## src/rtl/sseg_scan_pkg.sv

```systemverilog
// Shared types and helpers for the seven-segment scan multiplexer.
//   state_e   : scan FSM states (idle / blank interval / digit on)
//   SEG_OFF   : active-low "all segments dark" pattern
//   next_en() : next enabled digit index, searching upward with wrap
package sseg_scan_pkg;

    localparam int unsigned MAX_DIG   = 16;
    localparam int unsigned IDX_MAX_W = 4;

    typedef enum logic [1:0] {
        ST_IDLE  = 2'd0,
        ST_BLANK = 2'd1,
        ST_ON    = 2'd2
    } state_e;

    localparam logic [7:0] SEG_OFF = 8'hFF;

    // First enabled digit strictly after idx (mod n_dig). Returns idx itself
    // when it is the only enabled digit, or when nothing is enabled.
    function automatic logic [IDX_MAX_W-1:0] next_en(input logic [IDX_MAX_W-1:0] idx,
                                                     input logic [MAX_DIG-1:0]   dig_en,
                                                     input int unsigned          n_dig);
        logic [IDX_MAX_W-1:0] res;
        logic [IDX_MAX_W-1:0] cand4;
        logic                 found;
        int unsigned          cand;
        res   = idx;
        found = 1'b0;
        for (int unsigned k = 1; k <= MAX_DIG; k++) begin
            cand  = (32'(idx) + k) % n_dig;
            cand4 = cand[IDX_MAX_W-1:0];
            if (!found && (k <= n_dig) && dig_en[cand4]) begin
                res   = cand4;
                found = 1'b1;
            end
        end
        return res;
    endfunction

endpackage

```

## src/rtl/sseg_slot_timer.sv

```systemverilog
// Digit-slot prescaler for sseg_scan_pwm.
//   clk, reset   : clock, asynchronous active-high reset
//   clr_i        : synchronous clear; holds ph at 0 while the scanner idles
//   slot_end_o   : high on the last cycle of a slot (ph == TICK_DIV-1)
//   in_blank_o   : high while ph < BLANK_CYC
//   blank_end_o  : high on the last blank cycle (ph == BLANK_CYC-1)
module sseg_slot_timer #(
    parameter int unsigned TICK_DIV  = 12500,
    parameter int unsigned BLANK_CYC = 100
) (
    input  logic clk,
    input  logic reset,
    input  logic clr_i,
    output logic slot_end_o,
    output logic in_blank_o,
    output logic blank_end_o
);
    import sseg_scan_pkg::*;

    localparam int unsigned PH_W = (TICK_DIV > 1) ? $clog2(TICK_DIV) : 1;

    if (BLANK_CYC >= TICK_DIV) begin : g_bad_blank
        $error("BLANK_CYC must be less than TICK_DIV");
    end

    logic [PH_W-1:0] ph_q, ph_d;
    logic            ph_last;

    always_comb begin
        ph_last     = (ph_q == PH_W'(TICK_DIV - 1));
        slot_end_o  = ph_last && !clr_i;
        in_blank_o  = (32'(ph_q) < BLANK_CYC);
        blank_end_o = (BLANK_CYC != 0) && (32'(ph_q) == BLANK_CYC - 1);
        if (clr_i || ph_last) begin
            ph_d = '0;
        end else begin
            ph_d = ph_q + 1'b1;
        end
    end

    always_ff @(posedge clk or posedge reset) begin
        if (reset) begin
            ph_q <= '0;
        end else begin
            ph_q <= ph_d;
        end
    end

endmodule

```

## src/rtl/sseg_scan_pwm.sv

```systemverilog
// Seven-segment scan multiplexer with slot blanking, PWM brightness,
// per-digit enable/skip and tear-free per-slot input latching.
//   clk, reset   : clock, asynchronous active-high reset
//   seg_in       : digit i pattern at seg_in[8i+7:8i], active-low, bit 7 = dp
//   dig_en       : 1 = digit takes part in the scan
//   brt          : brightness, 0 = dark, all-ones = full
//   blink_mask   : 1 = digit blinks (only with SSEG_SCAN_BLINK_EN)
//   an           : active-low digit enables, one-hot-low or all-ones
//   sseg         : active-low segment drive
//   frame_start  : one-cycle pulse in the first cycle of each scan frame
// Define SSEG_SCAN_BLINK_EN to build the per-digit blink feature.
module sseg_scan_pwm #(
    parameter int unsigned N_DIG        = 8,
    parameter int unsigned TICK_DIV     = 12500,
    parameter int unsigned BLANK_CYC    = 100,
    parameter int unsigned BRT_W        = 4,
    parameter int unsigned BLINK_FRAMES = 64
) (
    input  logic               clk,
    input  logic               reset,
    input  logic [8*N_DIG-1:0] seg_in,
    input  logic [N_DIG-1:0]   dig_en,
    input  logic [BRT_W-1:0]   brt,
    input  logic [N_DIG-1:0]   blink_mask,
    output logic [N_DIG-1:0]   an,
    output logic [7:0]         sseg,
    output logic               frame_start
);
    import sseg_scan_pkg::*;

    localparam int unsigned IDX_W = $clog2(N_DIG);

    if (N_DIG < 2 || N_DIG > MAX_DIG) begin : g_bad_ndig
        $error("N_DIG must be in 2..16");
    end

    state_e             state_q, state_d;
    logic [IDX_W-1:0]   idx_q, idx_d;
    logic [7:0]         seg_q, seg_d;
    logic [BRT_W-1:0]   brt_q, brt_d;
    logic [BRT_W-1:0]   pw_q, pw_d;
    logic [N_DIG-1:0]   an_q, an_d;
    logic [7:0]         sseg_q, sseg_d;
    logic               fs_q;

    logic               slot_end, in_blank, blank_end;
    logic               any_en, load, fs_evt, lit, blink_off;
    logic [IDX_W-1:0]   nxt_idx, first_idx, load_idx;
    logic [MAX_DIG-1:0] dig_en_ext;

    sseg_slot_timer #(
        .TICK_DIV  (TICK_DIV),
        .BLANK_CYC (BLANK_CYC)
    ) u_timer (
        .clk         (clk),
        .reset       (reset),
        .clr_i       (state_q == ST_IDLE),
        .slot_end_o  (slot_end),
        .in_blank_o  (in_blank),
        .blank_end_o (blank_end)
    );

    assign any_en     = |dig_en;
    assign dig_en_ext = MAX_DIG'(dig_en);
    assign nxt_idx    = IDX_W'(next_en(IDX_MAX_W'(idx_q), dig_en_ext, N_DIG));
    // Searching from the top digit wraps to the lowest enabled one.
    assign first_idx  = IDX_W'(next_en(IDX_MAX_W'(N_DIG - 1), dig_en_ext, N_DIG));

    // State register
    always_ff @(posedge clk or posedge reset) begin
        if (reset) begin
            state_q <= ST_IDLE;
        end else begin
            state_q <= state_d;
        end
    end

    // Next state
    always_comb begin
        state_d = state_q;
        unique case (state_q)
            ST_IDLE: begin
                if (any_en) state_d = (BLANK_CYC > 0) ? ST_BLANK : ST_ON;
            end
            ST_BLANK: begin
                if (blank_end) state_d = ST_ON;
            end
            ST_ON: begin
                if (slot_end) begin
                    if (!any_en)            state_d = ST_IDLE;
                    else if (BLANK_CYC > 0) state_d = ST_BLANK;
                    else                    state_d = ST_ON;
                end
            end
            default: state_d = ST_IDLE;
        endcase
    end

    // Slot-boundary latching: idx, pattern and brightness only change here,
    // so mid-slot input changes never tear the displayed digit.
    always_comb begin
        load     = 1'b0;
        load_idx = idx_q;
        fs_evt   = 1'b0;
        if (state_q == ST_IDLE) begin
            if (any_en) begin
                load     = 1'b1;
                load_idx = first_idx;
                fs_evt   = 1'b1;
            end
        end else if (slot_end && any_en) begin
            load     = 1'b1;
            load_idx = nxt_idx;
            fs_evt   = (nxt_idx <= idx_q);
        end
        idx_d = load ? load_idx : idx_q;
        seg_d = load ? seg_in[{load_idx, 3'b000} +: 8] : seg_q;
        brt_d = load ? brt : brt_q;
        // PWM phase restarts with every lit interval.
        pw_d  = (state_q != ST_ON || slot_end) ? '0 : pw_q + 1'b1;
    end

`ifdef SSEG_SCAN_BLINK_EN
    localparam int unsigned FC_W = $clog2(BLINK_FRAMES + 1);

    logic [FC_W-1:0] fc_q, fc_d;
    logic            blink_ph_q, blink_ph_d;
    logic            mask_q, mask_d;

    // fc counts frames begun in the current half-period; it starts at 0 after
    // reset so that the very first frame already belongs to the first half.
    always_comb begin
        fc_d       = fc_q;
        blink_ph_d = blink_ph_q;
        mask_d     = load ? blink_mask[load_idx] : mask_q;
        if (fs_evt) begin
            if (fc_q == FC_W'(BLINK_FRAMES)) begin
                fc_d       = FC_W'(1);
                blink_ph_d = ~blink_ph_q;
            end else begin
                fc_d = fc_q + 1'b1;
            end
        end
    end

    always_ff @(posedge clk or posedge reset) begin
        if (reset) begin
            fc_q       <= '0;
            blink_ph_q <= 1'b0;
            mask_q     <= 1'b0;
        end else begin
            fc_q       <= fc_d;
            blink_ph_q <= blink_ph_d;
            mask_q     <= mask_d;
        end
    end

    assign blink_off = blink_ph_q & mask_q;
`else
    logic unused_blink;
    assign unused_blink = ^blink_mask;
    assign blink_off    = 1'b0;
`endif

    // Outputs
    always_comb begin
        lit    = (brt_q == '1) || (pw_q < brt_q);
        an_d   = '1;
        sseg_d = SEG_OFF;
        // in_blank is redundant with the FSM but keeps slots strictly separated.
        if (state_q == ST_ON && !in_blank && lit && !blink_off) begin
            an_d[idx_q] = 1'b0;
            sseg_d      = seg_q;
        end
    end

    always_ff @(posedge clk or posedge reset) begin
        if (reset) begin
            idx_q  <= '0;
            seg_q  <= SEG_OFF;
            brt_q  <= '0;
            pw_q   <= '0;
            an_q   <= '1;
            sseg_q <= SEG_OFF;
            fs_q   <= 1'b0;
        end else begin
            idx_q  <= idx_d;
            seg_q  <= seg_d;
            brt_q  <= brt_d;
            pw_q   <= pw_d;
            an_q   <= an_d;
            sseg_q <= sseg_d;
            fs_q   <= fs_evt;
        end
    end

    assign an          = an_q;
    assign sseg        = sseg_q;
    assign frame_start = fs_q;

endmodule

```

## config.mk

```make
export PLATFORM = sky130hd
export DESIGN_NAME = sseg_scan_pwm
export DESIGN_NICKNAME = d
export VERILOG_FILES = /design/src/rtl/sseg_scan_pkg.sv /design/src/rtl/sseg_slot_timer.sv /design/src/rtl/sseg_scan_pwm.sv
export SDC_FILE = /design/constraint.sdc
export NUM_CORES = 1
export LEC_CHECK = 0
export BUFFER_PORTS_ARGS = -buffer_cell sky130_fd_sc_hd__buf_4
export CORE_MARGIN = 4
export CORE_UTILIZATION = 30
export CTS_CLUSTER_SIZE = 30
export DETAILED_ROUTE_END_ITERATION = 12
export GPL_TIMING_DRIVEN = 0
export PLACE_DENSITY = 0.48
export SLEW_MARGIN = 30
export SYNTH_ARGS = -nofsm -noshare
export SYNTH_HDL_FRONTEND = slang
export SYNTH_SLANG_ARGS = --single-unit
```

## constraint.sdc

```tcl
create_clock -name clk -period 6.92 [get_ports clk]
set_clock_uncertainty 0.2 [all_clocks]
set_input_delay 1.038 -clock clk [delete_from_list [all_inputs] [get_ports clk]]
set_output_delay 1.038 -clock clk [all_outputs]
set_load 0.01 [all_outputs]
```

# [Yosys cells after proc, flatten, opt, wreduce, memory -nomap -nowiden]
# Cells that the tools add are included.
[word_totals] elab_cells=149 inputBits=86 ff_bits=52
[classes] n_lt_le_gt_ge=13 n_addsub=10 n_reduce_logical=41 shift=1 eq_ne=9 muxes=65 n_bitwise=1
[ops] operator="$shiftx A64 B7 Y8" count=1
[ops] operator="$mux W3" count=19
[ops] operator="$lt A3 B5 Y1 const B" count=8
[ops] operator="$mux W1" count=29
[ops] operator="$bmux W1 S3" count=8
[ops] operator="$logic_and A1 B1 Y1" count=19
[ops] operator="$logic_not A1 Y1" count=16
[ops] operator="$mux W8" count=2
[ops] operator="$add A14 B1 Y14 const B" count=1
[ops] operator="$eq A14 B14 Y1 const B" count=1
[ops] operator="$eq A14 B7 Y1 const B" count=1
[ops] operator="$lt A14 B7 Y1 const B" count=1
[ops] operator="$mux W14" count=1
[ops] operator="$add A3 B3 Y3 const B" count=4
[ops] operator="$ne A2 B2 Y1 const B" count=4
[ops] operator="$not A8 Y8" count=1
[ops] operator="$reduce_or A8 Y1" count=1
[ops] operator="$add A3 B1 Y3 const B" count=2
[ops] operator="$add A3 B2 Y3 const B" count=2
[ops] operator="$mux W2" count=3
[ops] operator="$pmux W2 S3" count=1
[ops] operator="$add A4 B1 Y4 const B" count=1
[ops] operator="$eq A4 B4 Y1 const B" count=1
[ops] operator="$lt A3 B4 Y1 const B" count=1
[ops] operator="10 further kinds" count=12

# [Depth between registers and ports, before layout]
[depth] word_depth=28 depth_mapped=19 mapped_depth_nobuf=14

# [Cells and area by module]
# A second synthesis with hierarchy kept.
[unflattened] cells_unflattened=418 area_unflattened_um2=4145.2
[modules_own_cells] module="sseg_scan_pwm" seq_area_each_um2=980.9 n_inst=1 cells_per_inst=335 area_per_inst_um2=3358.2
[modules_own_cells] module="sseg_slot_timer" seq_area_each_um2=350.3 n_inst=1 cells_per_inst=83 area_per_inst_um2=787.0

# [Worst setup path after synthesis]
# OpenSTA, ideal clock, no wires.
[synth_timing] path_type="reg-to-reg" from="register idx_q[1]" to="register seg_q[0]" n_path_buf=6 slack_ns=2.921 stages_incl_launch_ff=18 t_arrival_ns=3.716 cell_sequence="dfrtp_1 -> buf_4 -> buf_6 -> inv_1 -> ha_1 -> buf_2 -> buf_6 -> buf_6 -> mux2_2 -> mux4_2 -> o21ai_0 -> a21boi_0 -> a211o_1 -> buf_6 -> and4_1 -> a41oi_1 -> a31oi_1 -> a221o_1"
[synth_via] elab_chain_cells=28
[synth_rtl] element="start: declaration" line_no="sseg_scan_pwm.sv:38" source="logic [IDX_W-1:0] idx_q, idx_d;"
[synth_rtl] element="start signal: assignment" line_no="sseg_scan_pwm.sv:187" source="idx_q <= idx_d;"
[synth_rtl] element="$add A3 B1 Y3" line_no="sseg_scan_pkg.sv:30" source="cand = (32'(idx) + k) % n_dig;"
[synth_rtl] element="$bmux W1 S3" line_no="sseg_scan_pkg.sv:32" source="if (!found && (k <= n_dig) && dig_en[cand4]) begin"
[synth_rtl] element="$mux W1 (not written as such)" line_no="sseg_scan_pkg.sv:32"
[synth_rtl] element="$mux W1" line_no="sseg_scan_pkg.sv:32"
[synth_rtl] element="$logic_not A1 Y1" line_no="sseg_scan_pkg.sv:32"
[synth_rtl] element="$logic_and A1 B1 Y1" line_no="sseg_scan_pkg.sv:32"
[synth_rtl] element="$mux W1" line_no="sseg_scan_pkg.sv:32"
[synth_rtl] element="$logic_not A1 Y1" line_no="sseg_scan_pkg.sv:32"
[synth_rtl] element="[12 not listed]"
[synth_rtl] element="$logic_and A1 B1 Y1" line_no="sseg_scan_pkg.sv:32"
[synth_rtl] element="$mux W1" line_no="sseg_scan_pkg.sv:32"
[synth_rtl] element="$logic_not A1 Y1" line_no="sseg_scan_pkg.sv:32"
[synth_rtl] element="$logic_and A1 B1 Y1" line_no="sseg_scan_pkg.sv:32"
[synth_rtl] element="$mux W3" line_no="sseg_scan_pkg.sv:32"
[synth_rtl] element="$mux W3" line_no="sseg_scan_pwm.sv:111" source="end else if (slot_end && any_en) begin"
[synth_rtl] element="$mux W3 (*)" line_no="sseg_scan_pwm.sv:105" source="if (state_q == ST_IDLE) begin"
[synth_rtl] element="$shiftx A64 B7 Y8 (*)" line_no="sseg_scan_pwm.sv:117" source="seg_d = load ? seg_in[{load_idx, 3'b000} +: 8] : seg_q;"
[synth_rtl] element="end signal: assignment" line_no="sseg_scan_pwm.sv:188" source="seg_q <= seg_d;"
[synth_rtl] element="end: declaration" line_no="sseg_scan_pwm.sv:39" source="logic [7:0] seg_q, seg_d;"
# Mark *: on every way between the ends. The rest lies on a longest branch, timed or not. The select of a mux whose other input is x is not followed.
# A chain may end at the register's enable or synchronous reset.

# [Final worst setup path]
[layout_timing] from="register idx_q[1]" to="register seg_q[7]"
# The elaborated chain is that of the path after synthesis.

==> results.txt <==
- Crit start category: flop
- Derived from the worst setup path, the maximum achievable clock frequency is around 0.21 GHz.
- Delay of the slowest critical-path stage: 0.49 ns
- In the routed design, unresolved DRC markers number 0.
- Among the stages of the critical path, the cell type that occurs most often is sky130_fd_sc_hd__buf_4.
- Area of placed instances: ~0.0051 sq mm
* Setup slack after placement: ~2.2 ns
- Placed Cells incl. Taps: between 700 and 800
- The number of antenna violations at the first check in global routing was 0.
- Total nets after synthesis: around 540
- The startpoint identified for the worst hold timing path is pw_q[0]$_DFF_PP0_.
- Sequential cell area fraction in the yosys report: 0.3162
* Post-CTS setup buffer count: 0
- After synthesis the cells add up to roughly 0.0042 sq mm.
- Input/output buffers: between 90 and 100
- The startpoint identified for the worst register-to-register timing path is idx_q[1]$_DFFE_PP0P_.
- Synthesis-stage register bit count: between 50 and 60
- Hold_buf cts: 0
- Routability-driven placement finished with a final weighted congestion of around 0.88.
- CTS sink cnt: 52
- Top-area cell type share of the netlist area: 0.1664
* Leak pwr: between 2 and 2.5 nW
- At the end of the flow the core is filled with cells to 0.3823.
* Critical-path cell list: buf_4, buf_6, inv_1, ha_1, buf_2, buf_6, mux2_2, mux2i_1, a22o_1, and3_4, a31o_1, a21oi_1, a221o_1, buf_4, buf_4, and3_1, o31ai_1, o211ai_1
- TritonCTS clock tree: built
- The layout has ~1400 filler cells.
* Data arrival at the endpoint of the critical path: 4.73 ns
* Routed length per placed instance: about 16 microns
- Proportion of power drawn by combinational gates: 0.703
- No sink is reached through more buffers than the 2 on the longest clock path.
* Post-synth EDFFs: 0
- Clock network fraction of total power: 0.104
- For the worst flop-to-flop path, the logic depth is 18.
* Internal cell power: between 0.001 and 0.0015 W
* TNS Setup: 0 ns
* Core ar.: approximately 0.014 sq mm
* Synth Flop Type: sky130_fd_sc_hd__dfrtp_1
* Die width: ~130 microns
* Post-route minimum period: 4.728 ns
- Post-layout instance count excluding filler cells: slightly above 700
* Unrepaired setup endpoints after global routing: no
* P_sw: ~0.0011 W
* Number of cells produced by synthesis: between 400 and 500
* Worst reg2reg path endpoint: seg_q[7]$_DFFE_PP1P_
- The number of global-route vias before repair is about 3800.
* Inserted Clock Buffers: 5
* Classification of the worst-slack hold path: reg -> reg
* Count of different cell masters after synthesis: 67
- Number of iterations in the first detailed-routing pass: 4
* Final cycle utilization of the critical path: 0.6832
* Max-Cap Viols: 0
- Entering global routing, the biggest net connects 53 pins.
- Worst endpoint required time: just under 7 ns
- Final count of pins violating max slew: 0
- Total power per unit cell area: between 400 and 500 mW/mm^2
- For the worst-skew pair, the clock arrives at the later sink with an insertion delay of about 0.29 ns.
* Final instance area: about 0.0053 sq mm
- The routed design has ~11000 microns of wire.
- The die covers 0.01599 sq mm.
- Share of layout cells above drive strength 1: 0.3578
* Buffer type at the clock tree root: sky130_fd_sc_hd__clkbuf_16
- Final WS setup: approximately 2.2 ns
- Yosys warning total: 0
* Fraction of registers with async set or reset after synthesis: 1.000
* Total global routing track utilization: 0.1418
- Post-detailed-placement half-perimeter wirelength: 8997 microns
- Top cell type by total area after synthesis: sky130_fd_sc_hd__dfrtp_1
- The slowest stage of the critical path is the sky130_fd_sc_hd__dfrtp_1 cell.
- Worst reg2reg setup slack: around 2.2 ns
* Critical path fanouts, max: 10
- Post-synth top cells: sky130_fd_sc_hd__mux2i_1, sky130_fd_sc_hd__nand2_1, sky130_fd_sc_hd__nor2_1
- In this run the core area contains 43 standard-cell rows.
- The final hold violation count is 0.
* DIE HEIGHT: around 130 microns
* First element of the critical path: idx_q[1]$_DFFE_PP0P_
- Wire length of the first global-routing pass: between 15000 and 20000 microns
* Worst-margin pin slew: just over 0.6 ns
- Seq pwr share: 0.193
- The setup path with the least slack is of type reg -> reg.
- Number of diodes: 0
* Via/cell ratio: ~5.1
* Hold Path Sink: pw_q[0]$_DFF_PP0_
- Delay-heaviest family, CP: buffers and inverters
- The initial utilization of the core area, before any placement, comes to 0.3045.
* Worst path bufs/invs: 7
- NumNets Final: between 600 and 700
- For this run the aggregate overflow at the end of global routing stands at 0.
- During I/O placement, the number of pins put on the boundary was slightly above 100.
- Top cells by area in the synthesized netlist: sky130_fd_sc_hd__dfrtp_1, sky130_fd_sc_hd__dfstp_2, sky130_fd_sc_hd__mux2i_1
- Along the worst hold path, the cell count comes to 1.
- The H-tree generated during clock tree synthesis spans 2 levels.
- Library cell with the highest instance count after synthesis: sky130_fd_sc_hd__mux2i_1
- Starting DRT DRC Count: between 200 and 250
- STA classifies the critical path endpoint as a flop.
- Setup violations, final: 0
- Headroom to the max-slew limit came out at 0.5935.
* Layout overhead on the synthesized area: 25.56%
- Sw frac: 0.4538
* Vias: 3670
- After clock tree synthesis, the repair step resized 0 gates.
- Dividing the synthesized area by the synthesized cell count gives roughly 9.5 sq um.
- The run finished with clean final reports.
- Detail Route Antenna Nets: 0
- CTS clock-pin slew for the worst setup and hold paths: 0.07 ns
- VDD sags by at most between 0.15 and 0.2 mV.
[logic make-up (layout without fill, tap and decap cells)]
| kind of cell | Yosys count | in the layout | share of synthesized area |
|---|---|---|---|
| DFF | 52 | 52 | 0.3162 |
| xor gates and xnor gates | 18 | 18 | 0.03744 |
| muxes | 69 | 69 | 0.2045 |
| and+or+nand+nor | 157 | 157 | 0.1896 |
| adders and majority gates | 14 | 14 | 0.04161 |
| AOI/OAI and AO/OA | 82 | 82 | 0.1450 |
| buffers and inverters | 52 | 153 | 0.06567 |
[placed cells by master (no fill, tap or decap), types with 16 or more instances in the layout]
cell and instances:
sky130_fd_sc_hd__nand3_1 23, sky130_fd_sc_hd__nor2_1 33, sky130_fd_sc_hd__buf_4 98, sky130_fd_sc_hd__mux2i_1 41, sky130_fd_sc_hd__inv_1 20, sky130_fd_sc_hd__dfstp_2 24
sky130_fd_sc_hd__dfrtp_1 28, sky130_fd_sc_hd__nand2_1 38, sky130_fd_sc_hd__mux2_2 16
[worst max path at each step]
stage	depth (start not counted)	to
3_3_place_gp	18	seg_q[7]$_DFFE_PP1P_
5_1_grt	18	seg_q[7]$_DFFE_PP1P_
3_5_place_dp	18	seg_q[7]$_DFFE_PP1P_
6_report	18	seg_q[7]$_DFFE_PP1P_
4_1_cts	18	seg_q[7]$_DFFE_PP1P_
2_1_floorplan	17	seg_q[0]$_DFFE_PP1P_
[metrics by stage]
step | total power (W) | hold WS, ns
2_1_floorplan | 0.001774 | 0.2465
3_3_place_gp | 0.002141 | 0.2829
3_5_place_dp | 0.002148 | 0.2822
4_1_cts | 0.002407 | 0.2912
5_1_grt | 0.002606 | 0.3240
6_report | 0.002400 | 0.2840
[power groups by stage]
stage | Combinational [W] | Sequential (W) | Clock, W
after detailed placement | 0.00168 | 0.000470 | 0
after global placement | 0.00167 | 0.000469 | 0
after CTS | 0.00169 | 0.000464 | 0.000255
final | 0.00169 | 0.000464 | 0.000249
after floorplan | 0.00133 | 0.000447 | 0
after global routing | 0.00186 | 0.000476 | 0.000269
[layout make-up]
type	instances	area, sq um	share of cell area
timing repair buffer	93	698.2	0.1321
clock buffer	7	142.6	0.02698
sequential	52	1331	0.2518
clock inverter	1	7.507	0.001420
tap	180	225.2	0.04260
buffer	29	190.2	0.03598
inverter	23	88.84	0.01680
multi-input combinational	340	2603	0.4923
[routing by layer]
metal	track usage	up-vias	part of all wire
met5	0	-	0
met1	0.1998	1738	0.47
met3	0.02274	10	0.054
met4	0.03596	0	0.013
li1	-	1824	-
met2	0.2276	98	0.46
[state kept, by name (all words and copies together) (netlist names)]
register	flops
brt_q	4
state_q	2
idx_q	3
an	8
frame_start	1
sseg	8
pw_q	4
seg_q	8
u_timer.ph_q	14
Power figures use the tool's default switching activity.
